`src/rtl/load_store_unit.sv`:
```
// Memory-stage sequencer: checks alignment, issues one dmem request per op and waits for the response.
// Latency: store 2 cycles, load 3+ cycles, fault 1 cycle; stalls the pipeline via o_busy and waits on gnt/rvalid.
module load_store_unit #(
    parameter int TIMEOUT = 255
) (
    input  logic        i_clk,
    input  logic        i_rst_n,
    input  logic        i_valid,
    input  logic        i_ren,
    input  logic        i_wen,
    input  logic [2:0]  i_funct3,
    input  logic [31:0] i_addr,
    input  logic [31:0] i_wdata,
    output logic        o_busy,
    output logic        o_done,
    output logic [31:0] o_rdata,
    output logic [2:0]  o_funct3,
    output logic [1:0]  o_byte_offset,
    output logic        o_misaligned,
    output logic        o_bus_err,
    output logic        o_dmem_req,
    input  logic        i_dmem_gnt,
    output logic [31:0] o_dmem_addr,
    output logic        o_dmem_wen,
    output logic [3:0]  o_dmem_mask,
    output logic [31:0] o_dmem_wdata,
    input  logic        i_dmem_rvalid,
    input  logic [31:0] i_dmem_rdata
);

    localparam int CW = (TIMEOUT > 1) ? $clog2(TIMEOUT + 1) : 1;
    localparam logic [CW-1:0] TMO_LAST = CW'((TIMEOUT > 0) ? TIMEOUT - 1 : 0);

    typedef enum logic [1:0] {IDLE, REQ, WAIT, DONE} state_t;

    state_t        state;
    logic [CW-1:0] tmo_cnt;
    logic          accept;
    logic          fault;
    logic          tmo_hit;
    logic [3:0]    st_mask;
    logic [31:0]   st_wdata;

    assign accept  = i_valid & (i_ren | i_wen);
    assign tmo_hit = (TIMEOUT > 0) && (tmo_cnt == TMO_LAST);

    // Gated by reset so the stall releases the moment reset asserts, even with i_valid held high.
    assign o_busy = i_rst_n & (((state == IDLE) & accept) | (state == REQ) | (state == WAIT));

    always_comb begin
        fault = 1'b0;
        if ((i_funct3[1:0] == 2'b01) && i_addr[0])
            fault = 1'b1;
        if ((i_funct3 == 3'b010) && (i_addr[1:0] != 2'b00))
            fault = 1'b1;
        if (i_wen) begin
            if (!(i_funct3 inside {3'b000, 3'b001, 3'b010}))
                fault = 1'b1;
        end else if (i_funct3 inside {3'b011, 3'b110, 3'b111}) begin
            fault = 1'b1;
        end
    end

    always_comb begin
        st_mask  = 4'b1111;
        st_wdata = i_wdata;
        case (i_funct3[1:0])
            2'b00: begin
                st_mask  = 4'b0001 << i_addr[1:0];
                st_wdata = {4{i_wdata[7:0]}};
            end
            2'b01: begin
                st_mask  = 4'b0011 << i_addr[1:0];
                st_wdata = {2{i_wdata[15:0]}};
            end
            default: begin
                st_mask  = 4'b1111;
                st_wdata = i_wdata;
            end
        endcase
    end

    always_ff @(posedge i_clk or negedge i_rst_n) begin
        if (!i_rst_n) begin
            state         <= IDLE;
            tmo_cnt       <= '0;
            o_done        <= 1'b0;
            o_rdata       <= '0;
            o_funct3      <= '0;
            o_byte_offset <= '0;
            o_misaligned  <= 1'b0;
            o_bus_err     <= 1'b0;
            o_dmem_req    <= 1'b0;
            o_dmem_addr   <= '0;
            o_dmem_wen    <= 1'b0;
            o_dmem_mask   <= '0;
            o_dmem_wdata  <= '0;
        end else begin
            case (state)
                IDLE: begin
                    if (accept) begin
                        tmo_cnt       <= '0;
                        o_funct3      <= i_funct3;
                        o_byte_offset <= i_addr[1:0];
                        o_dmem_addr   <= {i_addr[31:2], 2'b00};
                        o_dmem_wen    <= i_wen;
                        o_dmem_mask   <= i_wen ? st_mask : 4'b1111;
                        o_dmem_wdata  <= st_wdata;
                        if (fault) begin
                            state        <= DONE;
                            o_done       <= 1'b1;
                            o_misaligned <= 1'b1;
                        end else begin
                            state      <= REQ;
                            o_dmem_req <= 1'b1;
                        end
                    end
                end
                REQ: begin
                    tmo_cnt <= tmo_cnt + CW'(1);
                    if (i_dmem_gnt) begin
                        o_dmem_req <= 1'b0;
                        if (o_dmem_wen) begin
                            state  <= DONE;
                            o_done <= 1'b1;
                        end else begin
                            state <= WAIT;
                        end
                    end else if (tmo_hit) begin
                        o_dmem_req <= 1'b0;
                        state      <= DONE;
                        o_done     <= 1'b1;
                        o_bus_err  <= 1'b1;
                    end
                end
                WAIT: begin
                    tmo_cnt <= tmo_cnt + CW'(1);
                    if (i_dmem_rvalid) begin
                        o_rdata <= i_dmem_rdata;
                        state   <= DONE;
                        o_done  <= 1'b1;
                    end else if (tmo_hit) begin
                        state     <= DONE;
                        o_done    <= 1'b1;
                        o_bus_err <= 1'b1;
                    end
                end
                default: begin
                    // DONE: the pipeline advances past this op now, so i_valid is not sampled.
                    state        <= IDLE;
                    o_done       <= 1'b0;
                    o_misaligned <= 1'b0;
                    o_bus_err    <= 1'b0;
                end
            endcase
        end
    end

endmodule

```
`config.mk`:
```
export PLATFORM = sky130hd
export DESIGN_NAME = load_store_unit
export DESIGN_NICKNAME = d
export VERILOG_FILES = /design/src/rtl/load_store_unit.sv
export SDC_FILE = /design/constraint.sdc
export NUM_CORES = 1
export LEC_CHECK = 0
export ABC_AREA = 1
export BUFFER_PORTS_ARGS = -buffer_cell sky130_fd_sc_hd__buf_2
export CORE_MARGIN = 2
export CORE_UTILIZATION = 30
export CTS_CLUSTER_SIZE = 20
export DETAILED_ROUTE_END_ITERATION = 16
export GPL_TIMING_DRIVEN = 0
export HOLD_SLACK_MARGIN = 0.12
export SKIP_LAST_GASP = 1
export SYNTH_ARGS = -nofsm -noshare
export SYNTH_HDL_FRONTEND = slang
export SYNTH_SLANG_ARGS = --single-unit
```
`constraint.sdc`:
```
create_clock -name i_clk -period 2 [get_ports i_clk]
set_clock_uncertainty 0.05 [all_clocks]
set_input_delay 0.1 -clock i_clk [delete_from_list [all_inputs] [get_ports i_clk]]
set_output_delay 0.1 -clock i_clk [all_outputs]
set_load 0.02 [all_outputs]
```
==> results of run 1 <==
## layout by cell type (no fill, tap or decap), drive strengths merged, types with 2 or more instances in the layout
| cell | n |
|---|---|
| o21bai | 2 |
| o21ai | 46 |
| clkinv | 4 |
| nor2 | 10 |
| nand4 | 6 |
| a2bb2oi | 3 |
| nand2 | 302 |
| clkinvlp | 3 |
| dfrtp | 118 |
| a21oi | 33 |
| dlygate4sd3 | 110 |
| nand3 | 26 |
| ha | 7 |
| clkbuf | 32 |
| conb | 2 |
| inv | 41 |
| bufinv | 5 |
| buf | 230 |
| a31oi | 2 |
## per-stage QoR
| stage | cell area [µm²] | hold slack [ns] | total power (W) | TNS (ns) |
|---|---|---|---|---|
| 2_1_floorplan | 5150 | -0.246 | 0.00713 | 0 |
| 3_3_place_gp | 6490 | 0.245 | 0.00892 | -99.86 |
| 3_5_place_dp | 6530 | 0.0497 | 0.00900 | -0.0818 |
| 4_1_cts | 8330 | 0.125 | 0.0127 | 0 |
| 5_1_grt | 8330 | 0.145 | 0.0135 | 0 |
| 6_report | 8330 | 0.134 | 0.0126 | 0 |
## registers in the layout, summed over array words and instances (netlist names)
signal / flops
o_dmem_wdata: 32
o_rdata: 32
o_dmem_addr: 30
tmo_cnt: 8
o_dmem_mask: 4
o_funct3: 3
o_byte_offset: 2
state: 2
o_bus_err: 1
o_dmem_req: 1
o_dmem_wen: 1
o_done: 1
o_misaligned: 1
## worst max-delay path: cells and delay by family, from the launching register on
family | cells | cell delay (ns)
compound gates | 1 | 0.13
fa+ha+maj | 1 | 0.18
buf+inv | 3 | 0.47
flops | 1 | 0.44
simple gates | 1 | 0.09
## power by group through the flow
stage | clock (W) | combinational, W | sequential (W)
global placement | 0 | 0.00487 | 0.00406
floorplan | 0 | 0.00185 | 0.00527
CTS | 0.00344 | 0.00522 | 0.00405
detailed placement | 0 | 0.00495 | 0.00405
finish | 0.00336 | 0.00520 | 0.00405
global route | 0.00355 | 0.00578 | 0.00419
## path summary, 6_finish.rpt
kind,start,end,slack (ns),cells after the start
worst min register to register,o_dmem_req,o_dmem_req,0.42,2
max in group asynchronous,i_rst_n,o_misaligned,1.01,3
worst max-delay path,state[1],o_busy,0.14,6
worst min-delay path,i_valid,o_dmem_addr[31],0.13,5
worst max register to register,state[1],o_dmem_wdata[23],0.21,8
min in group asynchronous,i_rst_n,o_rdata[26],0.18,2
## area by class of cell
class / count / area (µm²)
multi-input cells: 442 / 1940
repair buffers: 326 / 2220
flip-flops and latches: 118 / 2950
well taps: 220 / 275
clock inverters: 13 / 201
plain buffers: 27 / 148
fillers: 1564 / 8310
inverters: 40 / 150
clock buffers: 19 / 453
## kinds of logic (layout without fill, tap and decap cells)
| kind of cell | Yosys count | after routing |
|---|---|---|
| AND/OR/NAND/NOR | 345 | 345 |
| buffers and inverters | 68 | 425 |
| other | 1 | 2 |
| flip-flops | 118 | 118 |
| AO/OA/AOI/OAI | 88 | 88 |
| adder cells (fa/ha/maj) | 7 | 7 |
## layer usage
| layer | vias to the layer above | global-route usage [%] | wire (µm) |
|---|---|---|---|
| met1 | 2451 | 23.7 | 7240 |
| met5 | - | 0 | 0 |
| met2 | 152 | 30.3 | 8010 |
| met3 | 32 | 4.99 | 835 |
| met4 | 0 | 7.49 | 449 |
| li1 | 2661 | - | - |
## timing repair
item	4_1_cts	5_1_grt
setup endpoints to repair	1	10
hold buffers	110	0
pin swaps	1	0
resized for setup	10	3
hold endpoints to repair	224	0
buffers inserted	1	0
gates cloned	0	0
==> results.md, run 1 <==
| Group | Metric | Value |
|---|---|---|
| sta | Final worst-path cycle share | 92.9% |
| setup path | Category of the worst setup path capture point | output pin |
| floorplanning | Die width | 135 µm |
| synth | Share of the synthesized area in the top cell type | 57.4% |
| synth | Cell types with the highest counts after synthesis | 301 x sky130_fd_sc_hd__nand2_1, 118 x sky130_fd_sc_hd__dfrtp_1, 46 x sky130_fd_sc_hd__o21ai_0, 37 x sky130_fd_sc_hd__inv_1, 33 x sky130_fd_sc_hd__a21oi_1 |
| synth | Share of the synthesized area in compound gates (AO/OA/AOI/OAI) | 9.03% |
| power and ir drop | Combinational Power Share | 41.2% |
| detailed routing | Post-DRT Antenna Nets | 0 |
| synth | Simple logic cell fraction of the synthesized area | 26.3% |
| placed design | DP Wirelength | 11400 µm |
| sta | Actual slew at the worst max-slew pin | 0.541 ns |
| synth | Post-Syn Area | 0.00514 mm² |
| setup path | CP peak stage delay | 0.44 ns |
| detailed routing | Post-detailed-routing wire length | 16500 µm |
| synth | Synthesized instance count | 627 |
| cts | TritonCTS Sinks | 118 |
| power and ir drop | Part of the total power dissipated in sequential elements | 32.1% |
| setup path | Worst setup path class | reg2out |
| layout | Antenna diode count | 0 |
| detailed routing | Initial DRT Pass Iterations | 6 |
| floorplanning | Ports | 217 |
| global route | GRT Total Usage | 18.7% |
| setup path | Critical Path, Cell by Cell | inv_2, ha_4, nand3_4, clkbuf_16, a31oi_1, buf_4 |
| synth | FFs w/ async S/R, synth | 100% |
| setup path | Arrival time at the worst endpoint | 1.71 ns |
| placed design | Worst Setup Slack post-DPL | -0.0818 ns |
| layout | Share of layout cells above drive strength 1 | 27.9% |
| power and ir drop | Net load switching power | 0.00505 W |
| synth | Primary flip-flop cell chosen by synthesis mapping | sky130_fd_sc_hd__dfrtp_1 |
| detailed routing | Drt wl/cell | 13.7 µm |
| floorplanning | Count of standard-cell rows | 47 |
| synth | Synthesis-stage register bit count | 118 |
| cts | CTS tree | done |
| setup path | Slowest cell on crit path | sky130_fd_sc_hd__dfrtp_1 |
| cts | H-tree depth | 4 |
| synth | Sequential area share after synthesis | 57.4% |
| floorplanning | Initial Util | 30.9% |
| global route | Pin count of the biggest net entering global routing | 65 |
| sta | Slack of the critical path | 0.141 ns |
| sta | Count of pins over their slew limit | 0 |
| layout | Non-Filler Instances | 1205 |
| power and ir drop | Maximum ir drop on the vdd rail | 0.773 mV |
| hold path | Worst hold path type | in2reg |
| power and ir drop | Clock network power share | 26.7% |
| power and ir drop | Total power density per cell area | 1510 mW/mm² |
| synth | Most repeated cell in the gate-level netlist after synthesis | sky130_fd_sc_hd__nand2_1 |
| cts | Root buf cell | sky130_fd_sc_hd__clkbuf_16 |
| placed design | Placer's final routability congestion estimate | 0.793 |
| sta | Setup repair after global routing missed its margin | false |
| synth | Synth cell types | 23 |
| global route | Vias in the first global route | 5374 |
| setup path | Data required time of the critical path | 1.85 ns |
| floorplanning | Overall die height | 135 µm |
| setup path | Critical-path maximum fanout | 10 |
| placed design | Placed Cells incl. Taps | 1063 |
| setup path | Startpoint kind of the worst setup timing path | register |
| floorplanning | CORE AREA | 0.0166 mm² |
| cts | Clock-pin slew of the registers on the worst-case setup and hold paths | 0.05 ns |
| power and ir drop | Leak pwr | 4.57 nW |
| detailed routing | 1st-iter DRT viols | 317 |
| layout | Layout area overhead | 62.1% |
| power and ir drop | Switching share of power | 40.0% |
| synth | Multiplexer area fraction after synthesis | 0% |
| layout | Layout Utilization | 50.1% |
| floorplanning | Total die area | 0.0182 mm² |
| global route | Remaining Overflow, GRT | 0 |
| cts | Buffers from clock root to sink, at most | 2 |
| placed design | # port buffers | 214 |
| sta | Endpoints failing setup | 0 |
| synth | Synth top area cells | sky130_fd_sc_hd__dfrtp_1 57%, sky130_fd_sc_hd__nand2_1 22%, sky130_fd_sc_hd__o21ai_0 4.5%, sky130_fd_sc_hd__a21oi_1 3.2%, sky130_fd_sc_hd__inv_1 2.7% |
| sta | Slew HR | 64.0% |
| synth | Number of flops mapped to enable cells by yosys | 0 |
| synth | XOR/XNOR share of the synthesized area | 0% |
| cts | Total CTS buffers | 17 |
| power and ir drop | Design internal power | 0.00757 W |
| detailed routing | Per-cell via count in the routed design | 4.40 |
| sta | Highest clock rate | 0.538 GHz |
| detailed routing | Final routed DRC violation total | 0 |
| synth | Syn_area_per_cell | 8.20 µm² |
| synth | Fraction of the mapped netlist area in adder cells | 1.70% |
| detailed routing | Number of vias in the routed layout | 5296 |
| synth | Yosys synthesis warning count | 0 |
| synth | Area leader, netlist | sky130_fd_sc_hd__dfrtp_1 |
| layout | Layout net count | 1085 |
| global route | First-pass GRT wire length | 26900 µm |
| cts | Clock latency reported for the late side of the worst-skew pair | 0.40 ns |
| global route | Number of antenna violations at the first check in global routing | 0 |
| run | Max-Cap Viols | 0 |
| synth | Combinational family with the most area after synthesis | simple AND/OR/NAND/NOR gates |
| sta | Final Hold Viols | 0 |
| run status | Status | finished, final reports clean |
| sta | Minimum clock period | 1.86 ns |
Note: power is estimated with default switching activity, not from simulation.
==> inputs of run 2 (changes only) <==
Settings changed: CTS_BUF_LIST set to sky130_fd_sc_hd__clkbuf_4 sky130_fd_sc_hd__clkbuf_8.
==> results.md, run 2 (synthesis results as in run 1) <==
| Group | Metric | Value | Change |
|---|---|---|---|
| layout | Final instance area | 0.00820 mm² | was 0.00833 mm² |
| sta | Final setup TNS | 0 ns | unchanged |
| sta | Slew HR | 63.9% | was 64.0% |
| hold path | Worst hold path type | in2async | was in2reg |
| setup path | Flop2flop setup slack | 0.09 ns | was 0.21 ns |
| cts | Root buf cell | sky130_fd_sc_hd__clkbuf_8 | was sky130_fd_sc_hd__clkbuf_16 |
| detailed routing | Per-cell via count in the routed design | 4.42 | was 4.40 |
| sta | Final Hold Viols | 0 | unchanged |
| placed design | Worst Setup Slack post-DPL | -0.0818 ns | unchanged |
| sta | Endpoints failing setup | 0 | unchanged |
| setup path | Arrival time at the worst endpoint | 2.17 ns | was 1.71 ns |
| floorplanning | Die width | 135 µm | unchanged |
| global route | Vias in the first global route | 5437 | was 5374 |
| layout | Commonest non-fill, non-tap cells in the layout | 300 x sky130_fd_sc_hd__nand2_1, 223 x sky130_fd_sc_hd__buf_2, 118 x sky130_fd_sc_hd__dfrtp_1 | unchanged |
| detailed routing | Post-detailed-routing wire length | 16600 µm | was 16500 µm |
| detailed routing | Post-DRT Antenna Nets | 0 | unchanged |
| floorplanning | Ports | 217 | unchanged |
| cts | TritonCTS Sinks | 118 | unchanged |
| global route | Pin count of the biggest net entering global routing | 65 | unchanged |
| sta | Setup repair after global routing missed its margin | false | unchanged |
| cts | Buffers from clock root to sink, at most | 2 | unchanged |
| setup path | Startpoint kind of the worst setup timing path | register | unchanged |
| global route | Remaining Overflow, GRT | 0 | unchanged |
| setup path | Critical Path, Cell by Cell | inv_2, ha_4, nand3_4, buf_4, inv_4, nand2_1, nand2_1, dlygate4sd3_1 | was inv_2, ha_4, nand3_4, clkbuf_16, a31oi_1, buf_4 |
| layout | Biggest registers after layout | o_dmem_wdata x32, o_rdata x32, o_dmem_addr x30 | unchanged |
| layout | Most common cell after layout, fill and taps aside | sky130_fd_sc_hd__nand2_1 | unchanged |
| setup path | Worst setup path class | reg2reg | was reg2out |
| cts | CTS tree | done | unchanged |
| layout | Non-Filler Instances | 1211 | was 1205 |
| layout | Layout Utilization | 49.2% | was 50.1% |
| floorplanning | Count of standard-cell rows | 47 | unchanged |
| setup path | R2r startpoint | state[1] | unchanged |
| layout | Share of layout cells above drive strength 1 | 27.9% | about the same |
| setup path | Slowest cell on crit path | sky130_fd_sc_hd__dlygate4sd3_1 | was sky130_fd_sc_hd__dfrtp_1 |
| detailed routing | Drt wl/cell | 13.7 µm | about the same |
| placed design | DP Wirelength | 11400 µm | unchanged |
| placed design | Placed Cells incl. Taps | 1063 | unchanged |
| power and ir drop | Total power density per cell area | 1440 mW/mm² | was 1510 mW/mm² |
| global route | First-pass GRT wire length | 27100 µm | was 26900 µm |
| floorplanning | CORE AREA | 0.0166 mm² | unchanged |
| global route | Number of antenna violations at the first check in global routing | 0 | unchanged |
| layout | Layout net count | 1090 | was 1085 |
| detailed routing | 1st-iter DRT viols | 292 | was 317 |
| floorplanning | Total die area | 0.0182 mm² | unchanged |
| sta | Final worst-path cycle share | 95.3% | was 92.9% |
| placed design | # port buffers | 214 | unchanged |
| detailed routing | Initial DRT Pass Iterations | 6 | unchanged |
| sta | Actual slew at the worst max-slew pin | 0.542 ns | was 0.541 ns |
| cts | Clock-pin slew of the registers on the worst-case setup and hold paths | 0.07 ns | was 0.05 ns |
| sta | Slack of the critical path | 0.0937 ns | was 0.141 ns |
| global route | GRT Total Usage | 18.8% | was 18.7% |
| power and ir drop | Maximum ir drop on the vdd rail | 0.683 mV | was 0.773 mV |
| placed design | Post-detailed-placement cell area | 0.00653 mm² | unchanged |
| setup path | Category of the worst setup path capture point | register | was output pin |
| cts | Clock latency reported for the late side of the worst-skew pair | 0.42 ns | was 0.40 ns |
| placed design | Placer's final routability congestion estimate | 0.793 | unchanged |
| floorplanning | Overall die height | 135 µm | unchanged |
| setup path | Critical-path maximum fanout | 10 | unchanged |
| sta | Highest clock rate | 0.525 GHz | was 0.538 GHz |
| setup path | Top delay family on crit path | buffers and inverters | unchanged |
| run status | Status | finished, final reports clean | unchanged |
| floorplanning | Initial Util | 30.9% | unchanged |
| setup path | Number of buffers and inverters on the critical path | 4 | was 3 |
| cts | H-tree depth | 4 | unchanged |
| layout | Layout area overhead | 59.4% | was 62.1% |
| sta | Count of pins over their slew limit | 0 | unchanged |
| sta | Minimum clock period | 1.91 ns | was 1.86 ns |
| power and ir drop | Leak pwr | 4.51 nW | was 4.57 nW |
| detailed routing | Number of vias in the routed layout | 5350 | was 5296 |
| run | Max-Cap Viols | 0 | unchanged |
| setup path | CP peak stage delay | 0.54 ns | was 0.44 ns |
| cts | Total CTS buffers | 17 | unchanged |
| detailed routing | Final routed DRC violation total | 0 | unchanged |
| setup path | R2R Path End | o_dmem_addr[31] | was o_dmem_wdata[23] |
| setup path | Most repeated library cell on the critical path | sky130_fd_sc_hd__nand2_1 |  |
| setup path | Data required time of the critical path | 2.26 ns | was 1.85 ns |
| setup path | Number of cells traversed by the worst register-to-register path | 8 | unchanged |
run 2: layout make-up:
type / instances / area, µm²
Antenna cell: 1 / 2.50
Fill cell: 1587 / 8450
Timing Repair Buffer: 331 / 2260
Buffer: 27 / 148
Clock buffer: 19 / 262
Inverter: 40 / 153
Clock inverter: 13 / 201
Multi-Input combinational cell: 442 / 1940
Tap cell: 220 / 275
Sequential cell: 118 / 2950
run 2: worst max path at each step:
stage,startpoint,slack [ns],cells past startpoint,to
after floorplan,state[0],0.27,5,o_busy
after global placement,i_rst_n,-0.89,4,o_busy
after detailed placement,state[0],-0.08,6,o_busy
after CTS,state[0],0.05,7,o_rdata[14]
after global routing,state[1],0.003,6,o_busy
final,state[1],0.09,8,o_dmem_addr[31]
run 2: metrics by stage:
stage / power (W) / hold WS (ns)
global placement: 0.00892 / 0.245
detailed placement: 0.00900 / 0.0497
finish: 0.0118 / 0.143
floorplan: 0.00713 / -0.246
global route: 0.0127 / 0.185
CTS: 0.0119 / 0.132
run 2: where the power goes:
group	internal, W	total (W)	switching (W)
registers	0.00346	0.00405	0.000590
clock network	0.00154	0.00253	0.000990
logic	0.00186	0.00524	0.00338
run 2: what timing repair did:
item,4_1_cts,5_1_grt
buffers inserted,1,1
pin swaps,1,0
hold buffers,114,0
gates resized for setup,10,4
endpoints found under the hold margin,226,0
setup endpoints to repair,1,12
run 2: metal layers:
layer	up-vias	share of wire, %	GRT usage, %	wire length (µm)
li1	2672	-	-	-
met5	-	0	0	0
met1	2493	44	23.6	7240
met4	0	2.9	8.19	486
met3	34	5.1	5.11	841
met2	151	48	30.6	8010
run 2: worst reg2reg max path: stages (launching register included):
cell,delay [ns]
sky130_fd_sc_hd__dfrtp_1,0.45
sky130_fd_sc_hd__inv_2,0.09
sky130_fd_sc_hd__ha_4,0.19
sky130_fd_sc_hd__nand3_4,0.09
sky130_fd_sc_hd__buf_4,0.19
sky130_fd_sc_hd__inv_4,0.08
sky130_fd_sc_hd__nand2_1,0.06
sky130_fd_sc_hd__nand2_1,0.04
sky130_fd_sc_hd__dlygate4sd3_1,0.54
